### config.mk
export PLATFORM = sky130hd
export DESIGN_NAME = alarm_bank
export DESIGN_NICKNAME = d
export VERILOG_FILES = /design/src/rtl/alarm_bank.sv
export SDC_FILE = /design/constraint.sdc
export NUM_CORES = 1
export LEC_CHECK = 0
export ABC_AREA = 1
export ABC_CLOCK_PERIOD_IN_PS = 5560
export CORE_MARGIN = 4
export CORE_UTILIZATION = 50
export CTS_CLUSTER_DIAMETER = 200
export CTS_CLUSTER_SIZE = 28
export DETAILED_ROUTE_END_ITERATION = 10
export PLACE_DENSITY = 0.69
export SETUP_SLACK_MARGIN = 0.15
export SLEW_MARGIN = 0
export SYNTH_ARGS = -nofsm -noshare
export SYNTH_HDL_FRONTEND = slang
export SYNTH_SLANG_ARGS = --single-unit
### constraint.sdc
create_clock -name clk -period 5.56 [get_ports clk]
set_clock_uncertainty 0.05 [all_clocks]
set_input_delay 0.834 -clock clk [delete_from_list [all_inputs] [get_ports clk]]
set_output_delay 0.834 -clock clk [all_outputs]
set_load 0.02 [all_outputs]
### src/rtl/alarm_bank.sv
// N-channel alarm engine: per-channel setpoints, arm flags, ring timeout and button-driven edit FSM.
// Optional snooze support is compiled in when ALARM_SNOOZE_EN is defined.
module alarm_bank #(
    parameter int N_ALARM     = 4,
    parameter int CH_W        = (N_ALARM > 1) ? $clog2(N_ALARM) : 1,
    parameter int RING_SECS   = 60,
    parameter int SNOOZE_SECS = 300
) (
    input  logic                clk,
    input  logic                rst_n,
    input  logic                tick_1hz,
    input  logic [4:0]          cur_hour,
    input  logic [5:0]          cur_min,
    input  logic [5:0]          cur_sec,
    input  logic                edit_en,
    input  logic                btn_up,
    input  logic                btn_down,
    input  logic                btn_mid,
    output logic                ring,
    output logic [CH_W-1:0]     ring_ch,
    output logic [N_ALARM-1:0]  armed,
    output logic [1:0]          edit_field,
    output logic [CH_W-1:0]     edit_ch,
    output logic [4:0]          disp_hour,
    output logic [5:0]          disp_min
);

    localparam int RING_W = 8;
    localparam int SNZ_W  = 10;
    localparam logic [CH_W-1:0] CH_MAX = CH_W'(N_ALARM - 1);

    typedef enum logic [1:0] {SEL_CH = 2'd0, SET_HR = 2'd1, SET_MIN = 2'd2, SET_ARM = 2'd3} field_e;

    field_e               state_q, state_d;
    logic [CH_W-1:0]      edit_ch_q, edit_ch_d;
    logic [N_ALARM-1:0]   armed_q, armed_d;
    logic [4:0]           hour_q [N_ALARM];
    logic [4:0]           hour_d [N_ALARM];
    logic [5:0]           min_q  [N_ALARM];
    logic [5:0]           min_d  [N_ALARM];
    logic [RING_W-1:0]    ring_cnt_q [N_ALARM];
    logic [RING_W-1:0]    ring_cnt_d [N_ALARM];
    logic                 ring_q, ring_d;
    logic [CH_W-1:0]      ring_ch_q, ring_ch_d;
    logic [4:0]           disp_hour_q, disp_hour_d;
    logic [5:0]           disp_min_q, disp_min_d;

    logic step_up, step_dn, edit_act, dismiss;
    logic [N_ALARM-1:0]   trig;

    assign step_up  = btn_up & ~btn_down;
    assign step_dn  = btn_down & ~btn_up;
    assign edit_act = edit_en & ~btn_mid & (step_up | step_dn);
    assign dismiss  = ~edit_en & btn_mid;

    always_comb begin
        for (int i = 0; i < N_ALARM; i++) begin
            trig[i] = tick_1hz && armed_q[i] && (cur_hour == hour_q[i]) &&
                      (cur_min == min_q[i]) && (cur_sec == 6'd0);
        end
    end

`ifdef ALARM_SNOOZE_EN
    logic [SNZ_W-1:0] snz_cnt_q [N_ALARM];
    logic [SNZ_W-1:0] snz_cnt_d [N_ALARM];
    logic             snooze_req;
    assign snooze_req = ~edit_en & btn_up & ring_q;
`endif

    // Edit FSM: state register / next state / outputs.
    always_ff @(posedge clk or negedge rst_n) begin
        if (!rst_n) state_q <= SEL_CH;
        else        state_q <= state_d;
    end

    always_comb begin
        state_d = state_q;
        if (!edit_en) begin
            state_d = SEL_CH;
        end else if (btn_mid) begin
            case (state_q)
                SEL_CH:  state_d = SET_HR;
                SET_HR:  state_d = SET_MIN;
                SET_MIN: state_d = SET_ARM;
                default: state_d = SEL_CH;
            endcase
        end
    end

    always_comb begin
        edit_field = state_q;
    end

    // NOTE: combinational blocks use blocking '=' with every target defaulted first, so later
    // statements in the same block see earlier updates and no latch can be inferred.
    always_comb begin
        edit_ch_d   = edit_ch_q;
        armed_d     = armed_q;
        hour_d      = hour_q;
        min_d       = min_q;
        ring_cnt_d  = ring_cnt_q;
`ifdef ALARM_SNOOZE_EN
        snz_cnt_d   = snz_cnt_q;
`endif
        if (edit_act) begin
            case (state_q)
                SEL_CH: begin
                    if (step_up) edit_ch_d = (edit_ch_q == CH_MAX) ? '0 : edit_ch_q + CH_W'(1);
                    else         edit_ch_d = (edit_ch_q == '0) ? CH_MAX : edit_ch_q - CH_W'(1);
                end
                SET_HR: begin
                    if (step_up) hour_d[edit_ch_q] = (hour_q[edit_ch_q] == 5'd23) ? 5'd0 : hour_q[edit_ch_q] + 5'd1;
                    else         hour_d[edit_ch_q] = (hour_q[edit_ch_q] == 5'd0) ? 5'd23 : hour_q[edit_ch_q] - 5'd1;
                end
                SET_MIN: begin
                    if (step_up) min_d[edit_ch_q] = (min_q[edit_ch_q] == 6'd59) ? 6'd0 : min_q[edit_ch_q] + 6'd1;
                    else         min_d[edit_ch_q] = (min_q[edit_ch_q] == 6'd0) ? 6'd59 : min_q[edit_ch_q] - 6'd1;
                end
                default: armed_d[edit_ch_q] = ~armed_q[edit_ch_q];
            endcase
            if (state_q != SEL_CH) ring_cnt_d[edit_ch_q] = '0;
        end

        // Later statements take priority: a trigger always overrides dismiss or snooze.
        for (int i = 0; i < N_ALARM; i++) begin
            if (tick_1hz && ring_cnt_d[i] != '0) ring_cnt_d[i] = ring_cnt_d[i] - RING_W'(1);
`ifdef ALARM_SNOOZE_EN
            if (tick_1hz && snz_cnt_q[i] != '0) begin
                snz_cnt_d[i] = snz_cnt_q[i] - SNZ_W'(1);
                if (snz_cnt_q[i] == SNZ_W'(1)) ring_cnt_d[i] = RING_W'(RING_SECS);
            end
            if (snooze_req && ring_cnt_q[i] != '0) begin
                snz_cnt_d[i]  = SNZ_W'(SNOOZE_SECS);
                ring_cnt_d[i] = '0;
            end
            if (dismiss || !armed_d[i]) snz_cnt_d[i] = '0;
`endif
            if (dismiss) ring_cnt_d[i] = '0;
            if (trig[i]) ring_cnt_d[i] = RING_W'(RING_SECS);
        end

        ring_d    = 1'b0;
        ring_ch_d = '0;
        for (int i = N_ALARM - 1; i >= 0; i--) begin
            if (ring_cnt_d[i] != '0) begin
                ring_d    = 1'b1;
                ring_ch_d = CH_W'(i);
            end
        end
        disp_hour_d = hour_d[edit_ch_d];
        disp_min_d  = min_d[edit_ch_d];
    end

    // NOTE: the setpoint and counter arrays are reset explicitly because reset must restore
    // 00:00 on every channel; these are flops, not RAM, so a per-entry reset is legitimate.
    always_ff @(posedge clk or negedge rst_n) begin
        if (!rst_n) begin
            edit_ch_q   <= '0;
            armed_q     <= '0;
            ring_q      <= 1'b0;
            ring_ch_q   <= '0;
            disp_hour_q <= '0;
            disp_min_q  <= '0;
            for (int i = 0; i < N_ALARM; i++) begin
                hour_q[i]     <= '0;
                min_q[i]      <= '0;
                ring_cnt_q[i] <= '0;
            end
        end else begin
            edit_ch_q   <= edit_ch_d;
            armed_q     <= armed_d;
            ring_q      <= ring_d;
            ring_ch_q   <= ring_ch_d;
            disp_hour_q <= disp_hour_d;
            disp_min_q  <= disp_min_d;
            hour_q      <= hour_d;
            min_q       <= min_d;
            ring_cnt_q  <= ring_cnt_d;
        end
    end

`ifdef ALARM_SNOOZE_EN
    always_ff @(posedge clk or negedge rst_n) begin
        if (!rst_n) begin
            for (int i = 0; i < N_ALARM; i++) snz_cnt_q[i] <= '0;
        end else begin
            snz_cnt_q <= snz_cnt_d;
        end
    end
`endif

    assign ring      = ring_q;
    assign ring_ch   = ring_ch_q;
    assign armed     = armed_q;
    assign edit_ch   = edit_ch_q;
    assign disp_hour = disp_hour_q;
    assign disp_min  = disp_min_q;

endmodule

# --- Word level (Yosys, flattened, before mapping) ---
# Cells that the tools add are included.
classes:
  bitwise_logic: 16
  n_eq_ne: 14
  add_sub_neg: 10
  muxes: 67
  magnitude_cmp: 5
  n_reduce_logical: 38
op_table:
  columns: ["op", "n"]
  rows:
  - ["$mux 8", 13]
  - ["$mux 24", 3]
  - ["$mux 32", 2]
  - ["$reduce_bool 8->1", 8]
  - ["$mux 20", 3]
  - ["$bwmux 24", 2]
  - ["$mux 6", 7]
  - ["$bwmux 20", 2]
  - ["$mux 5", 7]
  - ["$and 32x32->32", 1]
  - ["$not 32->32", 1]
  - ["$sub 8x1->8 const B", 4]
  - ["$bmux 6 s2", 2]
  - ["$eq 6x6->1", 4]
  - ["$logic_and 1x1->1", 22]
  - ["$mux 2", 11]
  - ["$bmux 5 s2", 2]
  - ["$eq 5x5->1", 4]
  - ["$demux 8 s2", 1]
  - ["$demux 6 s2", 1]
  - ["$logic_not 6->1", 2]
  - ["$demux 5 s2", 1]
  - ["$add 6x1->6 const B", 1]
  - ["$eq 6x6->1 const B", 1]
  - ["27 further kinds", 45]
totals:
  wordCells: 169
  out_inout_bits: 22
  ff_bits: 98

# --- Longest topological paths before layout ---
depth:
  depth_word: 19
  ltp_mapped: 20
  ltp_nobuf: 19

# --- Least setup slack after synthesis ---
# OpenSTA, ideal clock, no wires.
synth_timing:
  path_kind: "input -> register"
  start: "input btn_down"
  end: "register ring_q (netlist: ring)"
  n_path_buf: 1
  path_stages: 19
  t_required_ns: 5.391
  setup_slack_ns: 2.344
  t_arrival_ns: 3.047
  cell_sequence: "inv_1 > ha_1 > inv_1 > nand4_2 > buf_2 > nand2_1 > ha_1 > inv_1 > o311ai_0 > nand2_1 > nand3_1 > nand2_1 > nand2_1 > nand2_1 > nor2_1 > nand2_1 > nor2_1 > nor2b_2 > nand2_1"
synth_lines:
  columns: ["element", "line", "source"]
  rows:
  - ["start, declared", "17", "input logic btn_down,"]
  - ["end signal, assigned", "172", "ring_q <= ring_d;"]
  - ["end, declared", "43", "logic ring_q, ring_d;"]

==> flow_summary.yaml <==
outcome:
  outcome: "finished, final reports clean"
sta:
  tns_ps: 0
  report.final.slew_viol_count: 0
  finalSetupViolations: 0
  finalHoldViolations: 0
  max_freq_mhz: 268.7
  post-route-period-util: 0.6693
  relSlewSlack: 0.4230
  worst_slack_ps: 1838
  rsz0062_at_grt: "no"
  layout_min_cycle_time_ps: 3722
  worstMarginPinSlew_ps: 865.4
flow_run:
  maxCapViolCount: 0
worst_setup_path:
  crit_required_ps: 5760
  worstSetupStartpointType: "input port"
  path_max_fanout: 15
  crit_arrival_ps: 3920
  crit_type: "in2reg"
  reg2reg_slack_ps: 1920
  r2r_cells: 18
  end_kind: "flop"
cells_and_area:
  final_area_mm2: 0.008477
  nNetsFinal: 1253
  drive_gt1_frac: 0.06193
  diodes: 0
  fill_cells: 1457
  syn_to_final_growth_pct: 11.27
route:
  drtIter0Drc: 619
  vias: 7627
  ant_nets: 0
  viasPerCell: 5.467
  wl_per_cell_um: 15.62
  drc_errors: 0
  wirelength_um: 21800
  first_pass_iters: 5
yosys:
  postSynthCellCount: 1167
  ys_seq_elements: 98
  yosysWarnings: 0
  synth_nets: 1214
  syn-cell-area_mm2: 0.007619
  ys_seq_area_frac: 0.3219
  syn_area_per_cell_um2: 6.528
  synth.distinct_cells: 48
  synth_edf_count: 0
  async_flop_share: 1.000
  synth-main-ff-cell: "dfrtp_1"
grt:
  grt_pass1_wl_um: 35250
  grtUsageTotal: 0.2498
  first_global_vias: 6892
  antenna_found_initial: 0
  grt_max_degree: 52
  grt_overflow_total: 0
floorplan:
  die_w_um: 131.4
  ios: 46
  initial_core_util: 0.5164
  die_h_um: 131.4
  core_area_mm2: 0.01475
  die-area_mm2: 0.01728
  floorplan.rows: 44
clock_network:
  cts_tree: "yes"
  cts_setup_buffers: 0
  path_clk_slew_ps: 70
  cts_resized: 0
  ctsHtreeMaxLevel: 3
  cts_buffers: 9
  hold_buffers: 0
  numClockSinks: 98
  root_buffer: "clkbuf_16"
  clockBufferDepth: 2
  worstSkewPairLatency_ps: 360
power_and_ir_drop:
  ir_drop_uv: 269.9
  power_density_mw_per_mm2: 547.3
  p_leak_nw: 4.549
worst_hold_path:
  hold_class: "in2async"
placed_design:
  io_buffer_count: 45
  place_area_mm2: 0.008199
  gp_congestion: 0.9332
  hpwlAfterDp_um: 16600
  place_worst_setup_slack_ps: 1428
## placed cells by master (no fill, tap or decap), drive strengths merged, types with 2 or more instances in the layout
cell           instances
ha                    23
nor3                  21
or2                    5
o21a                   3
o311ai                 2
nand3b                 5
o211ai                 5
nand2                406
nor3b                  4
clkdlybuf4s50         44
nor2                 105
o21bai                 2
o31ai                  8
a21oi                 18
inv                  164
nand3                112
nor4                   3
o21ai                 85
clkinv                 2
a21boi                 8
dfrtp                 98
xor2                  23
xnor2                  5
clkbuf                11
nand4                 28
o22ai                  5
buf                    8
## cells by family (layout without fill, tap and decap cells)
group | after synthesis | after routing | share of synthesized area
adders and majority gates | 23 | 23 | 0.03777
xor gates and xnor gates | 28 | 28 | 0.03219
and+or+nand+nor | 692 | 692 | 0.3965
AOI/OAI and AO/OA | 140 | 140 | 0.1122
buffers and inverters | 186 | 230 | 0.09952
DFF | 98 | 98 | 0.3219
## power by group
| part | internal, mW | switching [mW] | leakage, nW |
|---|---|---|---|
| Sequential | 0.969 | 0.260 | 1.18 |
| Combinational | 0.972 | 1.84 | 3.23 |
| Clock | 0.317 | 0.281 | 0.136 |
| Total | 2.26 | 2.38 | 4.55 |
## synth_stat cells, types with 10 or more instances
library cell  instances  area (µm²)
nor3_1               21       105.1
nor2_1               96       360.4
o21ai_0              63       315.3
dfrtp_1              98        2452
nand3_1             107       535.5
nand2_2              10       62.56
ha_1                 23       287.8
nand2_1             395        1483
xor2_1               23       201.4
inv_1               154       578.1
o21ai_1              13       65.06
nand4_1              27       168.9
a21oi_1              18       90.09
## final timing paths
check / start / end
setup / recovery: btn_down / ring
max in group asynchronous: rst_n / min_q[6]
hold / removal: rst_n / ring_cnt_q[8]
min in group clk: min_q[18] / min_q[18]
hold reg to reg: min_q[18] / min_q[18]
setup reg to reg: edit_ch[0] / ring
## worst max-delay path, stage by stage
cell             delay, ps
clkdlybuf4s50_1        450
inv_1                   40
ha_1                   350
inv_1                  130
nand4_2                310
nand2_1                280
ha_1                   240
inv_1                   80
o311ai_0               290
nand2_1                 90
nand3_1                 80
nand2_1                 50
nand2_1                 50
nand2_1                 70
nor2_1                 100
nand2_1                 50
nor2_1                 160
nor2b_2                200
nand2_1                 60
## state kept, by name, summed over array words and instances, names as in the netlist
name and count:
disp_hour 5, ring 1, edit_ch 2, ring_cnt_q 32, edit_field 2, ring_ch 2, disp_min 6, min_q 24
hour_q 20, armed 4
## routing by layer
metal / GRT usage / vias up / part of all wire
li1: - / 3824 / -
met1: 0.3446 / 3495 / 0.45
met2: 0.4049 / 269 / 0.46
met3: 0.04702 / 39 / 0.066
met4: 0.06884 / 0 / 0.022
met5: 0 / - / 0
## area by class of cell
type / instances / area, µm² / share of cell area
clock buffer: 11 / 242.7 / 0.02863
clock inverter: 5 / 35.03 / 0.004133
inverter: 162 / 608.1 / 0.07173
multi-input combinational: 883 / 4408 / 0.5200
sequential: 98 / 2452 / 0.2893
tap: 184 / 230.2 / 0.02716
timing repair buffer: 52 / 500.5 / 0.05904
## stage by stage
step	cells	util	hold slack, ps	total power [mW]
final	1395	0.5745	457.9	4.640
after global routing	1395	0.5745	506.9	5.087
after CTS	1395	0.5745	483.0	4.622
after detailed placement	1379	0.5557	462.2	4.005
after global placement	1379	0.5557	463.1	3.978
after floorplan	1167	-	418.3	3.312
Power figures use the tool's default switching activity.
